===== src/rtl/fifo_wr_arbiter_if.sv =====
// Producer/consumer/FIFO-status bundle for fifo_wr_arbiter.
// FIFO_WR_ARBITER_STATS_EN adds the wr_count/stall_count statistics signals.
interface fifo_wr_arbiter_if #(
  parameter int NUM_REQ    = 4,
  parameter int DATA_WIDTH = 8
);
  logic [NUM_REQ-1:0]            req;
  logic [NUM_REQ*DATA_WIDTH-1:0] req_data;
  logic [NUM_REQ-1:0]            ack;
  logic [NUM_REQ-1:0]            gnt;
  logic                          rd_req;
  logic                          rd_ack;
  logic                          fifo_wr;
  logic [DATA_WIDTH-1:0]         fifo_wdata;
  logic                          fifo_rd;
  logic                          fifo_full;
  logic                          fifo_empty;
  logic                          fifo_threshold;
  logic                          fifo_overflow;
  logic                          fifo_underflow;
  logic                          err_ovf;
  logic                          err_udf;
`ifdef FIFO_WR_ARBITER_STATS_EN
  logic [15:0]                   wr_count;
  logic [15:0]                   stall_count;
`endif

  modport master (
`ifdef FIFO_WR_ARBITER_STATS_EN
    input  wr_count, stall_count,
`endif
    output req, req_data, rd_req,
    output fifo_full, fifo_empty, fifo_threshold, fifo_overflow, fifo_underflow,
    input  ack, gnt, rd_ack, fifo_wr, fifo_wdata, fifo_rd, err_ovf, err_udf
  );

  modport slave (
`ifdef FIFO_WR_ARBITER_STATS_EN
    output wr_count, stall_count,
`endif
    input  req, req_data, rd_req,
    input  fifo_full, fifo_empty, fifo_threshold, fifo_overflow, fifo_underflow,
    output ack, gnt, rd_ack, fifo_wr, fifo_wdata, fifo_rd, err_ovf, err_udf
  );
endinterface


===== src/rtl/fifo_wr_arbiter.sv =====
// Round-robin burst arbiter for the fifo_mem write port, with read gating and sticky FIFO errors.
// FIFO_WR_ARBITER_STATS_EN adds saturating wr_count/stall_count statistics.
module fifo_wr_arbiter #(
  parameter int NUM_REQ    = 4,
  parameter int DATA_WIDTH = 8,
  parameter int MAX_BURST  = 4
) (
  input  logic                clk,
  input  logic                rst_n,
  fifo_wr_arbiter_if.slave    bus
);
  localparam int IDX_W = (NUM_REQ > 1) ? $clog2(NUM_REQ) : 1;

  typedef enum logic {IDLE, BURST} state_t;

  state_t             state_q, state_d;
  logic [NUM_REQ-1:0] gnt_q, gnt_d;
  logic [IDX_W-1:0]   g_q, g_d;
  logic [IDX_W-1:0]   last_q, last_d;
  logic [3:0]         cnt_q, cnt_d;
  logic               err_ovf_q, err_udf_q;

  logic               pick_vld;
  logic [IDX_W-1:0]   pick_idx;
  logic [IDX_W-1:0]   cand_idx;
  int unsigned        cand;
  logic               cur_req;
  logic               write_ok;
  logic [4:0]         cnt_inc;

  // First requester at or after last_q+1, wrapping; lowest offset wins.
  always_comb begin
    pick_vld = 1'b0;
    pick_idx = '0;
    cand     = 0;
    cand_idx = '0;
    for (int unsigned k = 1; k <= NUM_REQ; k++) begin
      cand     = (32'(last_q) + k) % NUM_REQ;
      cand_idx = IDX_W'(cand);
      if (!pick_vld && bus.req[cand_idx]) begin
        pick_vld = 1'b1;
        pick_idx = cand_idx;
      end
    end
  end

  assign cur_req  = bus.req[g_q];
  assign write_ok = (state_q == BURST) & cur_req & ~bus.fifo_full & rst_n;
  assign cnt_inc  = {1'b0, cnt_q} + 5'd1;

  always_comb begin
    state_d = state_q;
    gnt_d   = gnt_q;
    g_d     = g_q;
    last_d  = last_q;
    cnt_d   = cnt_q;
    case (state_q)
      IDLE: begin
        if (pick_vld && !bus.fifo_full) begin
          state_d = BURST;
          g_d     = pick_idx;
          gnt_d   = NUM_REQ'(1) << pick_idx;
          cnt_d   = '0;
        end
      end
      BURST: begin
        if (write_ok) cnt_d = cnt_q + 4'd1;
        if (!cur_req || (write_ok && ((cnt_inc == 5'(MAX_BURST)) || bus.fifo_threshold))) begin
          state_d = IDLE;
          gnt_d   = '0;
          last_d  = g_q;
        end
      end
      default: state_d = IDLE;
    endcase
  end

  always_ff @(posedge clk) begin
    if (!rst_n) begin
      state_q   <= IDLE;
      gnt_q     <= '0;
      g_q       <= '0;
      last_q    <= IDX_W'(NUM_REQ - 1);
      cnt_q     <= '0;
      err_ovf_q <= 1'b0;
      err_udf_q <= 1'b0;
    end else begin
      state_q   <= state_d;
      gnt_q     <= gnt_d;
      g_q       <= g_d;
      last_q    <= last_d;
      cnt_q     <= cnt_d;
      err_ovf_q <= err_ovf_q | bus.fifo_overflow;
      err_udf_q <= err_udf_q | bus.fifo_underflow;
    end
  end

  assign bus.gnt        = gnt_q;
  assign bus.ack        = write_ok ? gnt_q : '0;
  assign bus.fifo_wr    = write_ok;
  assign bus.fifo_wdata = bus.req_data[g_q*DATA_WIDTH +: DATA_WIDTH];
  // Reads are gated by rst_n so nothing reaches the FIFO while reset is held.
  assign bus.fifo_rd    = bus.rd_req & ~bus.fifo_empty & rst_n;
  assign bus.rd_ack     = bus.rd_req & ~bus.fifo_empty & rst_n;
  assign bus.err_ovf    = err_ovf_q;
  assign bus.err_udf    = err_udf_q;

`ifdef FIFO_WR_ARBITER_STATS_EN
  logic [15:0] wr_count_q, stall_count_q;
  logic        stall;

  assign stall = (state_q == BURST) & cur_req & bus.fifo_full;

  always_ff @(posedge clk) begin
    if (!rst_n) begin
      wr_count_q    <= '0;
      stall_count_q <= '0;
    end else begin
      if (write_ok && (wr_count_q != '1))    wr_count_q    <= wr_count_q + 16'd1;
      if (stall && (stall_count_q != '1))    stall_count_q <= stall_count_q + 16'd1;
    end
  end

  assign bus.wr_count    = wr_count_q;
  assign bus.stall_count = stall_count_q;
`endif
endmodule


===== src/flat_wrapper.sv =====
// flat-port wrapper written by rule: the top's interface ports become plain ports
module fifo_wr_arbiter_flat 
#(
  parameter int NUM_REQ    = 4,
  parameter int DATA_WIDTH = 8,
  parameter int MAX_BURST  = 4
)
  (clk, rst_n, bus_req, bus_req_data, bus_rd_req, bus_fifo_full, bus_fifo_empty, bus_fifo_threshold, bus_fifo_overflow, bus_fifo_underflow, bus_ack, bus_gnt, bus_rd_ack, bus_fifo_wr, bus_fifo_wdata, bus_fifo_rd, bus_err_ovf, bus_err_udf);
  fifo_wr_arbiter_if #(.NUM_REQ(NUM_REQ), .DATA_WIDTH(DATA_WIDTH)) bus_i ();
  input  logic clk;
  input  logic rst_n;
  input wire logic [$bits(bus_i.req)-1:0] bus_req;
  input wire logic [$bits(bus_i.req_data)-1:0] bus_req_data;
  input wire logic [$bits(bus_i.rd_req)-1:0] bus_rd_req;
  input wire logic [$bits(bus_i.fifo_full)-1:0] bus_fifo_full;
  input wire logic [$bits(bus_i.fifo_empty)-1:0] bus_fifo_empty;
  input wire logic [$bits(bus_i.fifo_threshold)-1:0] bus_fifo_threshold;
  input wire logic [$bits(bus_i.fifo_overflow)-1:0] bus_fifo_overflow;
  input wire logic [$bits(bus_i.fifo_underflow)-1:0] bus_fifo_underflow;
  output wire logic [$bits(bus_i.ack)-1:0] bus_ack;
  output wire logic [$bits(bus_i.gnt)-1:0] bus_gnt;
  output wire logic [$bits(bus_i.rd_ack)-1:0] bus_rd_ack;
  output wire logic [$bits(bus_i.fifo_wr)-1:0] bus_fifo_wr;
  output wire logic [$bits(bus_i.fifo_wdata)-1:0] bus_fifo_wdata;
  output wire logic [$bits(bus_i.fifo_rd)-1:0] bus_fifo_rd;
  output wire logic [$bits(bus_i.err_ovf)-1:0] bus_err_ovf;
  output wire logic [$bits(bus_i.err_udf)-1:0] bus_err_udf;
  assign bus_i.req = bus_req;
  assign bus_i.req_data = bus_req_data;
  assign bus_i.rd_req = bus_rd_req;
  assign bus_i.fifo_full = bus_fifo_full;
  assign bus_i.fifo_empty = bus_fifo_empty;
  assign bus_i.fifo_threshold = bus_fifo_threshold;
  assign bus_i.fifo_overflow = bus_fifo_overflow;
  assign bus_i.fifo_underflow = bus_fifo_underflow;
  assign bus_ack = bus_i.ack;
  assign bus_gnt = bus_i.gnt;
  assign bus_rd_ack = bus_i.rd_ack;
  assign bus_fifo_wr = bus_i.fifo_wr;
  assign bus_fifo_wdata = bus_i.fifo_wdata;
  assign bus_fifo_rd = bus_i.fifo_rd;
  assign bus_err_ovf = bus_i.err_ovf;
  assign bus_err_udf = bus_i.err_udf;
  fifo_wr_arbiter #(.NUM_REQ(NUM_REQ), .DATA_WIDTH(DATA_WIDTH), .MAX_BURST(MAX_BURST)) u_core (.clk(clk), .rst_n(rst_n), .bus(bus_i));
endmodule

===== config.mk =====
export PLATFORM = sky130hd
export DESIGN_NAME = fifo_wr_arbiter_flat
export DESIGN_NICKNAME = d
export VERILOG_FILES = /design/src/rtl/fifo_wr_arbiter_if.sv /design/src/rtl/fifo_wr_arbiter.sv /design/src/flat_wrapper.sv
export SDC_FILE = /design/constraint.sdc
export NUM_CORES = 1
export LEC_CHECK = 0
export ABC_AREA = 1
export CAP_MARGIN = 20
export CORE_UTILIZATION = 42
export CTS_CLUSTER_DIAMETER = 200
export CTS_CLUSTER_SIZE = 40
export DETAILED_ROUTE_END_ITERATION = 10
export PLACE_DENSITY = 0.95
export SLEW_MARGIN = 20
export SYNTH_ARGS = -nofsm -noshare
export SYNTH_HDL_FRONTEND = slang
export SYNTH_SLANG_ARGS = --single-unit

===== constraint.sdc =====
create_clock -name clk -period 3.3 [get_ports clk]
set_clock_uncertainty 0.05 [all_clocks]
set_input_delay 0.33 -clock clk [delete_from_list [all_inputs] [get_ports clk]]
set_output_delay 0.33 -clock clk [all_outputs]
set_load 0.01 [all_outputs]

==> run summary <==
In this run, the number of DRC markers left after iteration 0 of detailed routing was between 40 and 50. The distinct cell type count after synthesis came out at 27. The share of final-layout standard cells stronger than drive strength 1 came out at 0.08171. The final worst-path cycle share came out at 0.8380.

The post-route antenna net violation count is 0. The first global-routing pass estimated 5.451 mm of wire. Headroom to the max-slew limit came out at 0.5701. The flow ran to the end, and the final reports show no timing, DRC or antenna violations. At the later pin of the worst-skew pair, clock insertion delay measures approximately 0.30 ns. At the end of the flow, the number of nets in the layout was 303. Summed over all nets, the half-perimeter wirelength after detailed placement is 2.563 mm. The worst setup slack after layout is ~0.53 ns. The class of the tightest hold or removal check is register to register. The overall fraction of global-route tracks in use is 0.2157. The aggregate global routing overflow is 0. The placed instance count came out at roughly 280. The final count of hold timing violations is 0. The synthesized net count came out at 240.

The required arrival time at the worst endpoint came out at between 2 and 3 ns. Summed over all failing endpoints, the final setup total negative slack is 0 ns. The area overhead of the layout relative to synthesis came out at 56.51%.

The via count of the routed design came out at about 1500. From bottom edge to top edge, the die measures 55.26 um. The top cell types in the final layout, fill and taps aside, are 64 x clkdlybuf4s50_1, 40 x nor2_1, 37 x nand2_1.

The via count of the first global-routing pass came out at ~1300. The initial standard-cell utilization of the core came out at 0.4639. The number of hold-repair buffers added at the cts stage came out at 0. Clock tree synthesis found a total of 15 sinks. The number of max-slew violations in the final report came out at 0. The post-cts repair resize count is 0. 0 antenna diodes ended up in the layout.

The most common library cell in the layout ignoring fill and taps is clkdlybuf4s50_1. The floorplan has 18 rows. The core occupancy in the finished layout is 0.7261. The Yosys step of the flow raised 0 warnings.

Buffers inserted during clock tree synthesis total 3. The final cell count without fillers came out at 287. In this run the worst path has a maximum fanout of 22. Counting flops and latches in the post-synthesis netlist gives 15.

The data arrival at the endpoint of the critical path is 2.39 ns. The pin count of the biggest net entering global routing came out at 23. The horizontal extent of the die came out at approximately 55 um.

The initial antenna violation count came to 0. The count of final setup violators came out at 0. The part of the Yosys area used for sequential elements is 0.2521. The analysis attributes to cell leakage a power of roughly 0.8 nW. Counting along the longest clock path gives a buffer depth of 2. The number of levels the H-tree was split into came out at 1. The first-pass detailed-route iteration total is 4.

The overall power of the completed layout is roughly 0.8 mW. The floorplan die area came out at between 3000 and 4000 um^2. In this run the count of I/O pins placed on the die edge is 65. The worst setup slack before clock tree synthesis came out at 0.7334 ns. Setup repair after global routing left no endpoint under its margin.

Summing every instance area after synthesis gives approximately 1200 um^2. The startpoint-to-endpoint class of the critical path is register to output pin. For the pin with the worst max-slew slack, the measured transition is around 0.64 ns.

After floorplanning, the core was sized to cover between 2000 and 3000 um^2. After clock tree synthesis, the clock-pin slew on the worst setup and hold paths is 0.09 ns. For this run, design rule violations remaining after detail routing come to 0. The clock tree root driver cell is clkbuf_4. After synthesis, the mean cell area works out to slightly above 6 um^2. The mean number of vias per cell came out at between 5 and 6. The worst setup path is captured at an output pin. The critical path launch point type is a register. The count of port buffers added during placement came out at 64. The buffer count from post-CTS setup fixing is 0. The maximum frequency from static timing analysis came out at between 0.3 and 0.4 GHz. The final weighted congestion of routability-driven global placement is slightly below 0.8.

The post-synthesis instance total is 195. The clock tree from TritonCTS is built. IR analysis of the VDD net gives a maximum drop of 0.0003070 V. The routed length per placed instance came out at approximately 11 um. The total wirelength of the detailed-routed design is roughly 3.2 mm. The clock period could shrink to 2.765 ns.

The total power divided by cell area came out at 420.6 nW/um^2. The total of max-cap violations came out at 0.
worst max-delay path, stage by stage, from the launching register on:
cell	delay, ns
dfxtp_1	0.74
a21oi_1	0.12
o21ai_0	0.15
nand2_1	0.09
nor2_1	0.18
inv_1	0.15
nor2_1	0.11
clkdlybuf4s50_1	0.54
worst paths after layout:
kind | from | to | slack [ns] | depth (start not counted)
min reg2reg | u_core.bus.err_udf$_SDFF_PN0_ | u_core.bus.err_udf$_SDFF_PN0_ | 0.42 | 2
min | u_core.bus.err_udf$_SDFF_PN0_ | u_core.bus.err_udf$_SDFF_PN0_ | 0.42 | 2
max | u_core.g_q[0]$_SDFFE_PN0P_ | bus_ack[1] | 0.53 | 7
max reg2reg | u_core.g_q[0]$_SDFFE_PN0P_ | u_core.cnt_q[1]$_SDFFE_PN0P_ | 1.36 | 9
state kept, by name, summed over array words and instances (netlist names):
signal / flops
u_core.bus.err_ovf: 1
u_core.state_q: 1
u_core.bus.gnt: 4
u_core.bus.err_udf: 1
u_core.cnt_q: 4
u_core.g_q: 2
u_core.last_q: 2
final cells by class:
class	count	area, um^2
Multi-Input combinational cell	151	764.5
Fill cell	207	703.2
Timing Repair Buffer	65	648.1
Sequential cell	15	300.3
Inverter	22	86.33
Tap cell	30	37.54
Clock buffer	3	22.52
Clock inverter	1	5.005
per-layer routing:
metal	track usage	share of wire	vias up
met3	0.01639	0.032	7
met4	0.1143	0.027	0
met2	0.3769	0.51	41
met5	0	0	-
li1	-	-	763
met1	0.2619	0.43	659
where the power goes:
group | internal [mW] | leakage, nW | switching (mW)
Sequential | 0.203 | 0.123 | 0.0380
Clock | 0.0452 | 0.0177 | 0.0652
Combinational | 0.206 | 0.665 | 0.226
cell families (layout without fill, tap and decap cells):
family,after synthesis,in the layout,share of synthesized area
AND/OR/NAND/NOR,103,103,0.4075
AO/OA/AOI/OAI,45,45,0.2090
buffers and inverters,29,91,0.1061
flip-flops,15,15,0.2521
XOR/XNOR,2,2,0.01471
adder cells (fa/ha/maj),1,1,0.01050
synthesized netlist by cell type:
cell | instances | area [um^2]
dfxtp_1 | 15 | 300.3
nor2_1 | 40 | 150.1
clkinv_2 | 1 | 5.000
buf_4 | 1 | 7.510
nand2_2 | 4 | 25.02
clkbuf_2 | 1 | 5.000
clkbuf_1 | 3 | 11.26
xor2_1 | 2 | 17.52
buf_2 | 1 | 5.000
nand3_4 | 1 | 17.52
inv_2 | 3 | 11.26
inv_1 | 16 | 60.06
nand2_1 | 37 | 138.9
o22ai_1 | 9 | 56.30
o211ai_1 | 3 | 22.52
buf_6 | 1 | 11.26
o21ai_1 | 1 | 5.000
o211a_1 | 1 | 10.01
nand2_4 | 5 | 56.30
o21ai_0 | 20 | 100.1
a21oi_1 | 11 | 55.05
nor2_8 | 1 | 20.02
nand4_1 | 2 | 12.51
ha_1 | 1 | 12.51
nand3_1 | 13 | 65.06
inv_4 | 1 | 6.260
clkinv_1 | 1 | 3.750
per-stage QoR:
step,hold WS [ns],area (um^2)
after floorplan,0.4007,1191
after global routing,0.4560,1864
final,0.4230,1864
after global placement,0.3988,1837
after detailed placement,0.4068,1837
after CTS,0.4268,1864
Note: power is estimated with default switching activity, not from simulation.
